===== src/rtl/barrett_reduce.sv =====
// rtl/barrett_reduce.sv - 4-stage pipelined Barrett reduction of a 2*wQ-bit product modulo Q
// Optional: define BARRETT_RANGE_CHECK_EN to add oErr, flagging inputs >= Q*Q.
module barrett_reduce #(
  parameter int unsigned   wQ = 32,
  parameter int unsigned   wI = 2*wQ,
  parameter logic [wQ-1:0] Q  = 32'd2013265921
) (
  input  logic          iClk,
  input  logic          iRst,
  input  logic          iValid,
  output logic          oReady,
  input  logic [wI-1:0] iX,
  output logic          oValid,
  input  logic          iReady,
  output logic [wQ-1:0] oR
`ifdef BARRETT_RANGE_CHECK_EN
  ,
  output logic          oErr
`endif
);

  typedef logic [wQ-1:0] d_t;
  typedef logic [wQ+1:0] r_t;
  typedef logic [wI-1:0] w_t;

  localparam w_t Q_W  = w_t'(Q);
  localparam w_t MU   = (w_t'(1) << (2*wQ-2)) / Q_W;
  localparam r_t Q1_E = r_t'(Q);
  localparam r_t Q2_E = r_t'(Q) << 1;

  logic adv;
  logic v1_q, v2_q, v3_q, oValid_q;
  r_t   x1_q, x1_d, x2_q, x2_d, r_q, r_d;
  d_t   q1_q, q1_d, q3_q, q3_d, oR_q, oR_d;

  // A single enable freezes the whole pipe while the output is held.
  assign adv    = !oValid_q || iReady;
  assign oReady = adv;
  assign oValid = oValid_q;
  assign oR     = oR_q;

`ifdef BARRETT_RANGE_CHECK_EN
  localparam w_t QQ = Q_W * Q_W;
  logic err1_q, err2_q, err3_q, oErr_q;
  assign oErr = oErr_q;
`endif

  always_comb begin
    x1_d = iX[wQ+1:0];
    // Legal inputs have the top two bits clear; saturating keeps garbage inputs harmless.
    q1_d = (|iX[wI-1:wI-2]) ? '1 : iX[wI-3:wQ-2];
    x2_d = x1_q;
    q3_d = d_t'(({{wQ{1'b0}}, q1_q} * MU) >> wQ);
    // Only the low wQ+2 bits matter: the true remainder is below 3Q < 2^(wQ+1).
    r_d  = x2_q - r_t'({{wQ{1'b0}}, q3_q} * Q_W);
    if (r_q >= Q2_E) begin
      oR_d = d_t'(r_q - Q2_E);
    end else if (r_q >= Q1_E) begin
      oR_d = d_t'(r_q - Q1_E);
    end else begin
      oR_d = d_t'(r_q);
    end
`ifdef BARRETT_RANGE_CHECK_EN
    if (err3_q) oR_d = '0;
`endif
  end

  always_ff @(posedge iClk or posedge iRst) begin
    if (iRst) begin
      v1_q     <= 1'b0;
      v2_q     <= 1'b0;
      v3_q     <= 1'b0;
      oValid_q <= 1'b0;
      x1_q     <= '0;
      x2_q     <= '0;
      q1_q     <= '0;
      q3_q     <= '0;
      r_q      <= '0;
      oR_q     <= '0;
    end else if (adv) begin
      v1_q     <= iValid;
      v2_q     <= v1_q;
      v3_q     <= v2_q;
      oValid_q <= v3_q;
      x1_q     <= x1_d;
      x2_q     <= x2_d;
      q1_q     <= q1_d;
      q3_q     <= q3_d;
      r_q      <= r_d;
      oR_q     <= oR_d;
    end
  end

`ifdef BARRETT_RANGE_CHECK_EN
  always_ff @(posedge iClk or posedge iRst) begin
    if (iRst) begin
      err1_q <= 1'b0;
      err2_q <= 1'b0;
      err3_q <= 1'b0;
      oErr_q <= 1'b0;
    end else if (adv) begin
      err1_q <= (iX >= QQ);
      err2_q <= err1_q;
      err3_q <= err2_q;
      oErr_q <= err3_q;
    end
  end
`endif

endmodule


===== config.mk =====
export PLATFORM = sky130hd
export DESIGN_NAME = barrett_reduce
export DESIGN_NICKNAME = d
export VERILOG_FILES = /design/src/rtl/barrett_reduce.sv
export SDC_FILE = /design/constraint.sdc
export NUM_CORES = 1
export LEC_CHECK = 0
export CORE_MARGIN = 4
export CORE_UTILIZATION = 43
export DETAILED_ROUTE_END_ITERATION = 10
export GPL_TIMING_DRIVEN = 1
export PLACE_DENSITY = 0.6
export REMOVE_ABC_BUFFERS = 1
export SYNTH_ARGS = -nofsm -noshare
export SYNTH_HDL_FRONTEND = slang
export SYNTH_SLANG_ARGS = --single-unit

===== constraint.sdc =====
create_clock -name iClk -period 19 [get_ports iClk]
set_input_delay 3.8 -clock iClk [delete_from_list [all_inputs] [get_ports iClk]]
set_output_delay 3.8 -clock iClk [all_outputs]
set_load 0.01 [all_outputs]

======== Word level (Yosys, flattened, before mapping) ========
Index checks and enable logic that the tools add are counted.
cells by class
  reductions and logical operators ........ 3
  multipliers ............................. 2
  $lt $le $gt $ge ......................... 2
  $add $sub $neg .......................... 3
  mux-type cells .......................... 3
operators by type and width
  cell                      count
  $mux W32                  3
  $mul A32 B32 Y64 const B  1
  $ge A34 B31 Y1 const B    1
  $ge A34 B32 Y1 const B    1
  $mul A32 B31 Y34 const B  1
  $sub A34 B34 Y34          1
  $sub A32 B31 Y32 const B  1
  $sub A32 B32 Y32 const B  1
  $reduce_or A2 Y1          1
  $logic_not A1 Y1          1
  $logic_or A1 B1 Y1        1
word-level totals
  bits in registers ....................... 202
  output and inout port bits .............. 34

======== Depth between registers and ports, before layout ========
Gate-level depths: netlist (run 1).
  depth after elaboration ................. 3
  depth in mapped cells ................... 23
  mapped depth without buffers ............ 23

======== Worst setup path before layout (run 1) ========
Ideal clock, no wire load.
  path type ............................... input to output
  from .................................... input port iReady
  to ...................................... output port oReady
  data required time ...................... 15.200 ns
  arrival time ............................ 4.897 ns
  slack ................................... 10.303 ns
  stages .................................. 6
  buffers on the path ..................... 4
  cell sequence ........................... nor2b_1 > buf_4 > inv_1 > clkbuf_1 > clkbuf_1 > clkbuf_1
between the ends
  longest elaborated chain between the ends .. 1
ends and longest elaborated chain
  item                RTL line  text
  from (decl)         14        input logic iReady,
  $logic_or A1 B1 Y1  37        assign adv = !oValid_q || iReady;
  to (decl)           11        output logic oReady,
Every way passes these cells.

======== Worst setup path in the final report (run 1) ========
Same ends and word-level chain as after synthesis.

==> impl_metrics.json, run 1 <==
{
  "portBuffers": 101,
  "cts_hold_buf": 0,
  "cap_violations": 0,
  "reg2reg_to": "q3_q[25]",
  "firstDrtPassIters": 5,
  "crit_fanout": 97,
  "ios": 102,
  "insertion_delay_ns": 0.56,
  "die-area_sq_um": 56100,
  "first_global_vias": 16900,
  "viasPerCell": 5.10,
  "ys.warnings.count": 0,
  "synth_top_area_share_pct": 23.8,
  "rsz0062_at_grt": "false",
  "clock_skew_ns": 0.0200,
  "cp-end-kind": "primary output",
  "synth_area_sq_um": 22500,
  "drv_slew": 0,
  "critPathRequiredTime_ns": 15.20,
  "synthFlopType": "dfrtp_1",
  "dp_hpwl_um": 43100,
  "totalWireLength_um": 53200,
  "path_class": "input port to primary output",
  "dpl_cell_area_sq_um": 24200,
  "final_util_pct": 48.6,
  "min_path_type": "flip-flop to flip-flop",
  "cts_num_sinks": 202,
  "worstHoldPathCells": 1,
  "die_y_um": 237,
  "slew_headroom_pct": 29.6,
  "initial_utilization_pct": 43.6,
  "path_clk_slew_ns": 0.06,
  "yosysMostFrequentCell": "inv_1",
  "setup_ws_ns": 9.66,
  "grt_first_pass_wirelength_um": 87400,
  "dr_total_vias": 16500,
  "post-route-min-period_ns": 9.34,
  "final_antenna_net_count": 0,
  "gp_congestion": 0.897,
  "synth_edf_count": 0,
  "post-place-ws_ns": 9.66,
  "drc": 0,
  "grt_use_total_pct": 19.1,
  "final_cells": 3229,
  "run_status": "finished, final reports clean",
  "cp.arrival_ns": 5.54,
  "area_delta_synth_final_pct": 11.4,
  "drtIter0Drc": 723,
  "syn-instance-count": 2445,
  "startpoint_type": "input port",
  "cts-root-buf": "clkbuf_16",
  "critPathLaunch": "iReady",
  "die_width_um": 237,
  "hold_viol_final": 0,
  "synth_cell_types": 74,
  "async_reset_ff_share_pct": 100,
  "grt_max_degree": 197,
  "synthTopCellsByCount": "inv_1 (540), ha_1 (428), nand2_1 (265)",
  "wl_per_cell_um": 16.5,
  "drive_gt1_share_pct": 3.33,
  "synth-seq-cells": 202,
  "timing.fmax_mhz": 107,
  "min_period_over_period_pct": 49.2,
  "avgSynthCellArea_sq_um": 9.20,
  "rr_worst_depth": 20,
  "tritoncts": "built",
  "hold_path_end": "oValid",
  "nets": 3232,
  "setup_viol": 0,
  "placed_cells": 3179,
  "seq_area_frac_synth_pct": 22.5,
  "diodes": 0,
  "fin_area_sq_um": 25100,
  "cts_setup_buffers": 0,
  "cts_made_buffers": 27,
  "core_sq_um": 51600,
  "cts-resized-gates": 0,
  "grt_antenna_before_repair": 0,
  "placementRows": 83,
  "grt_overflow": 0,
  "r2r_start": "q1_q[1]",
  "rrSetupSlack_ns": 11.10,
  "worstMarginPinSlew_ns": 1.05,
  "yosys.area.top_type": "ha_1",
  "htree_levels": 1,
  "cts.path.max_buffers": 3,
  "min_from": "v3_q",
  "netlist_top_cells_area": "ha_1 (24%), dfrtp_1 (22%), fa_1 (19%)"
}
[layout by cell type (no fill, tap or decap), drive strengths merged, types with 21 or more instances in the layout]
master / count
nand2: 265
a21oi: 133
xor2: 33
fa: 208
inv: 542
clkdlybuf4s50: 101
ha: 428
xnor2: 57
a21o: 36
nor3: 28
o21ai: 128
nor2: 106
dfrtp: 202
nand3: 21
clkbuf: 39
[area by class of cell]
| cell class | count | area [sq um] |
|---|---|---|
| fill | 4950 | 26500 |
| multi-input combinational | 1651 | 15200 |
| sequential | 202 | 5050 |
| timing repair buffer | 106 | 1060 |
| clock inverter | 11 | 98.8 |
| clock buffer | 39 | 781 |
| inverter | 540 | 2040 |
| tap | 680 | 851 |
[critical path: stages]
cell and delay (ns):
clkdlybuf4s50_1 0.51, nor2b_4 0.07, inv_6 0.47, clkdlybuf4s50_1 0.66
[metrics by stage]
stage	TNS (ns)	hold slack, ns
after floorplan	-1.13	0.430
after global placement	0	0.443
after detailed placement	0	0.446
after CTS	0	0.459
after global routing	0	0.492
final	0	0.455
[registers in the layout, summed over array words and instances (netlist names)]
register and flops:
v1_q 1, oValid 1, q1_q 32, r_q 34, q3_q 32, v3_q 1, oR 32, x2_q 34
v2_q 1, x1_q 34
[metal layers]
layer / wire length [um] / vias to the layer above / track usage, %
met3: 1720 / 94 / 2.14
met4: 1820 / 0 / 5.45
met1: 24800 / 8018 / 26.3
met2: 24900 / 262 / 31.8
met5: 0 / - / 0
li1: - / 8080 / -
[worst max-delay path by stage]
| stage | endpoint | slack (ns) | cells after the start |
|---|---|---|---|
| 6_report | oReady | 9.66 | 4 |
| 4_1_cts | oReady | 9.65 | 4 |
| 3_3_place_gp | oReady | 9.63 | 4 |
| 2_1_floorplan | oReady | -1.13 | 2 |
| 3_5_place_dp | oReady | 9.66 | 4 |
| 5_1_grt | oReady | 9.58 | 4 |
[cell families after synthesis]
kind of cell | after synthesis | share of synthesized area (%)
AND/OR/NAND/NOR | 510 | 10.3
flip-flops | 202 | 22.5
AO/OA/AOI/OAI | 413 | 11.3
multiplexers | 2 | 0.0945
XOR/XNOR | 90 | 3.50
buffers and inverters | 592 | 10.1
adder cells (fa/ha/maj) | 636 | 42.3
Power of run 1 is left out: the tool's default activity adds up to more than one toggle a clock period on the data nets, which glitch-free logic cannot reach.
==> run 2, diff against run 1 <==
- clock period: 19 -> 9.51 ns (I/O delays scaled with it)
==> run 2 against run 1 <==
Effect of this change:
- critical path depth grew 16
- largest cell class unchanged
- critical endpoint is now q3_q[25]
- wire length up 5.1%
- sequential share of layout area about the same
==> impl_metrics.json, run 2 (synthesized netlist as in run 1, its figures left out) <==
{
  "cp.arrival_ns": 7.92,
  "nFillCells": 4900,
  "layout_commonest_cell": "inv_1",
  "wl_per_cell_um": 17.3,
  "cts_hold_buf": 0,
  "multi_input_area_sq_um": 15200,
  "crit_fanout": 7,
  "core_sq_um": 51600,
  "cts-root-buf": "clkbuf_16",
  "cap_violations": 0,
  "cts.path.max_buffers": 3,
  "diodes": 0,
  "firstDrtPassIters": 5,
  "startpoint_type": "flip-flop",
  "die_width_um": 237,
  "run_status": "finished, final reports clean",
  "htree_levels": 1,
  "min_period_over_period_pct": 78.3,
  "placementRows": 83,
  "cpMostUsedCell": "fa_1",
  "max_stage_delay_ns": 0.66,
  "drtIter0Drc": 807,
  "insertion_delay_ns": 0.58,
  "critPathBufInv": 4,
  "regArea_sq_um": 5050,
  "cts_setup_buffers": 0,
  "critPathRequiredTime_ns": 9.98,
  "die_y_um": 237,
  "grt_overflow": 0,
  "area_delta_synth_final_pct": 11.4,
  "cts_made_buffers": 27,
  "final_util_pct": 48.6,
  "dp_hpwl_um": 46100,
  "rsz0062_at_grt": "false",
  "path_class": "flip-flop to flip-flop",
  "nets": 3234,
  "setup_viol": 0,
  "hold_viol_final": 0,
  "grt_use_total_pct": 20.1,
  "min_path_type": "flip-flop to flip-flop",
  "ios": 102,
  "drv_slew": 0,
  "drive_gt1_share_pct": 3.22,
  "grt_first_pass_wirelength_um": 91400,
  "top_regs": "r_q: 34 flops, x1_q: 34 flops, x2_q: 34 flops",
  "slew_headroom_pct": 31.5,
  "initial_utilization_pct": 43.6,
  "grt_max_degree": 138,
  "dr_total_vias": 16400,
  "cts-resized-gates": 0,
  "path_clk_slew_ns": 0.06,
  "path_delay_family": "adder cells",
  "worstMarginPinSlew_ns": 1.02,
  "worstPathCellList": "ha_1, inv_1, fa_1, fa_1, fa_1, inv_1, fa_1, fa_1, inv_1, fa_1, inv_1, ha_1, nand3_1, or4_1, a311oi_1, o311ai_1, a21oi_1, o21ai_0, o21a_1, o311ai_1",
  "grt_antenna_before_repair": 0,
  "clock_skew_ns": 0.0159,
  "cpMaxStageDelayCell": "a311oi_1",
  "portBuffers": 101,
  "drc": 0,
  "cts_num_sinks": 202,
  "final_cell_mix": "inv_1 (538), ha_1 (428), nand2_1 (265)",
  "final_antenna_net_count": 0,
  "gp_congestion": 0.933,
  "post-route-min-period_ns": 7.44,
  "tritoncts": "built",
  "first_global_vias": 17300,
  "totalWireLength_um": 55900,
  "die-area_sq_um": 56100,
  "viasPerCell": 5.08,
  "cp-end-kind": "flip-flop",
  "timing.fmax_mhz": 134
}
run 2: path summary, 6_finish.rpt:
check | start | to | slack (ns) | cells after the start
min reg2reg | v3_q | oValid | 0.46 | 1
min | v3_q | oValid | 0.46 | 1
max in group asynchronous | iRst | q1_q[24] | 6.10 | 3
min in group asynchronous | iRst | x1_q[15] | 1.94 | 2
max reg2reg | q1_q[1] | q3_q[25] | 2.07 | 20
max | q1_q[1] | q3_q[25] | 2.07 | 20
run 2: per-stage QoR:
stage	std cells	hold WS [ns]	setup slack [ns]	area, sq um	TNS, ns
6_report	3228	0.463	2.07	25100	0
4_1_cts	3228	0.469	2.09	25100	0
5_1_grt	3228	0.479	1.64	25100	0
2_1_floorplan	2393	0.430	-6.82	22300	-652.21
3_5_place_dp	3181	0.456	2.04	24200	0
3_3_place_gp	3181	0.443	2.22	24200	0
run 2: metal layers:
| layer | wire [um] | part of all wire [%] | GRT usage, % |
|---|---|---|---|
| met5 | 0 | 0 | 0 |
| met4 | 1970 | 3.5 | 6.28 |
| met1 | 25300 | 45 | 27.3 |
| met2 | 26700 | 48 | 33.7 |
| met3 | 2020 | 3.6 | 2.61 |
run 2: layout make-up:
type | count | area share, %
well taps | 680 | 3.39
clock buffers | 37 | 2.92
inverters | 540 | 8.14
multi-input cells | 1651 | 60.6
clock inverters | 10 | 0.534
repair buffers | 108 | 4.24
flip-flops and latches | 202 | 20.2
Power of run 2 is left out for the same reason.
==> run 3, diff against run 2 <==
- clock period: 9.51 -> 7 ns (I/O delays scaled with it)
==> run 3 against run 2 <==
Effect of this change:
- via count is 1.2% higher
- count of clock-buffer cells in the layout is 5 lower
- utilization is 0.58 points higher
- wire length is 1.5% higher
- non-clock buffer count is 30 higher
- sequential cell count stayed put
- design area is 1.2% higher
- highest routed layer unchanged
==> impl_metrics.json, run 3 (synthesized netlist as in run 1, its figures left out) <==
{
  "post-route-min-period_ns": 6.68,
  "cp-end-kind": "flip-flop",
  "firstDrtPassIters": 5,
  "area_delta_synth_final_pct": 12.7,
  "slew_headroom_pct": 25.9,
  "initial_utilization_pct": 43.6,
  "portBuffers": 101,
  "nFillCells": 4858,
  "cts-root-buf": "clkbuf_16",
  "grt_antenna_before_repair": 0,
  "grt_max_degree": 146,
  "fin_area_sq_um": 25400,
  "path_class": "flip-flop to flip-flop",
  "wl_per_cell_um": 17.4,
  "crit_fanout": 7,
  "run_status": "finished, final reports clean",
  "drtIter0Drc": 771,
  "drive_gt1_share_pct": 4.77,
  "htree_levels": 1,
  "drv_slew": 0,
  "min_period_over_period_pct": 95.5,
  "cp.arrival_ns": 7.20,
  "totalWireLength_um": 56800,
  "critPathRequiredTime_ns": 7.51,
  "worstPathCellList": "ha_1, inv_1, fa_1, inv_1, fa_1, inv_1, fa_1, inv_1, fa_1, fa_1, ha_1, ha_1, a21o_1, a21o_1, a21oi_1, o21bai_1, a21boi_0, a211o_4, a21oi_1, or3_1, a31oi_1",
  "layout_commonest_cell": "inv_1",
  "first_global_vias": 17500,
  "gp_congestion": 0.976,
  "die-area_sq_um": 56100,
  "tritoncts": "built",
  "die_y_um": 237,
  "cap_violations": 0,
  "top_regs": "r_q: 34 flops, x1_q: 34 flops, x2_q: 34 flops",
  "cpMostUsedCell": "fa_1",
  "die_width_um": 237,
  "worstMarginPinSlew_ns": 1.10,
  "cpMaxStageDelayCell": "dfrtp_1",
  "cts_setup_buffers": 0,
  "ios": 102,
  "setup_viol": 0,
  "clock_skew_ns": 0.0378,
  "cts.path.max_buffers": 3,
  "diodes": 0,
  "nets": 3264,
  "grt_overflow": 0,
  "drc": 0,
  "final_antenna_net_count": 0,
  "viasPerCell": 5.10,
  "core_sq_um": 51600,
  "hold_viol_final": 0,
  "grt_first_pass_wirelength_um": 92200,
  "min_path_type": "flip-flop to flip-flop",
  "timing.fmax_mhz": 150,
  "startpoint_type": "flip-flop",
  "cts_num_sinks": 202,
  "dr_total_vias": 16600,
  "final_cell_mix": "inv_1 (538), ha_1 (428), nand2_1 (265)",
  "path_clk_slew_ns": 0.07,
  "dp_hpwl_um": 47100,
  "insertion_delay_ns": 0.59,
  "max_stage_delay_ns": 0.62,
  "placementRows": 83,
  "grt_use_total_pct": 20.2,
  "rsz0062_at_grt": "false",
  "dpl_cell_area_sq_um": 24400,
  "cts_made_buffers": 27,
  "rrSetupSlack_ns": 0.32
}
run 3: cell types whose count changed in the layout (fill, tap and decap cells not counted), moves of 2 or more:
cell and delta:
dfrtp_1 -3, clkbuf_8 -2, a2111oi_0 -2, buf_4 +29, dfrtp_2 +3, clkinv_2 +3, clkbuf_1 -3
run 3: layer usage:
layer | share of wire [%] | track usage [%]
met1 | 45 | 27.0
met2 | 49 | 35.5
met3 | 3.2 | 2.13
met4 | 2.6 | 4.48
met5 | 0 | 0
run 3: path summary, 6_finish.rpt:
check / start / endpoint / cells after the start
setup / recovery: q1_q[11] / q3_q[31] / 21
hold / removal: v3_q / v3_q / 2
setup reg to reg: q1_q[11] / q3_q[31] / 21
hold reg to reg: v3_q / v3_q / 2
max in group asynchronous: iRst / r_q[7] / 3
min in group asynchronous: iRst / x2_q[13] / 2
run 3: layout make-up:
class	count	area, sq um	share of cell area, %
flip-flops and latches	202	5060	19.9
repair buffers	138	1300	5.13
multi-input cells	1651	15200	60.0
clock inverters	15	190	0.750
well taps	680	851	3.35
clock buffers	32	694	2.74
inverters	540	2040	8.04
run 3: worst max-delay path: cells and delay by family (launching register included):
kind | cells | cell delay, ns
compound gates | 8 | 1.79
flops | 1 | 0.62
simple gates | 1 | 0.39
fa+ha+maj | 8 | 3.59
buf+inv | 4 | 0.26
run 3: repair_timing:
item,CTS,global route
setup endpoints to repair,3,18
resized for setup,1,11
pin swaps,0,1
gates cloned,0,0
hold buffers,0,0
run 3: through the flow:
stage | setup slack [ns] | std cells | util (%) | TNS (ns) | hold WS [ns]
2_1_floorplan | -8.33 | 2393 | - | -1007.32 | 0.430
3_3_place_gp | 0.0772 | 3211 | 47.4 | 0 | 0.446
3_5_place_dp | -0.0301 | 3211 | 47.4 | -0.0777 | 0.448
4_1_cts | 0.0623 | 3258 | 49.1 | 0 | 0.461
5_1_grt | 0.000537 | 3258 | 49.1 | 0 | 0.487
6_report | 0.315 | 3258 | 49.1 | 0 | 0.459
Power of run 3 is left out for the same reason.
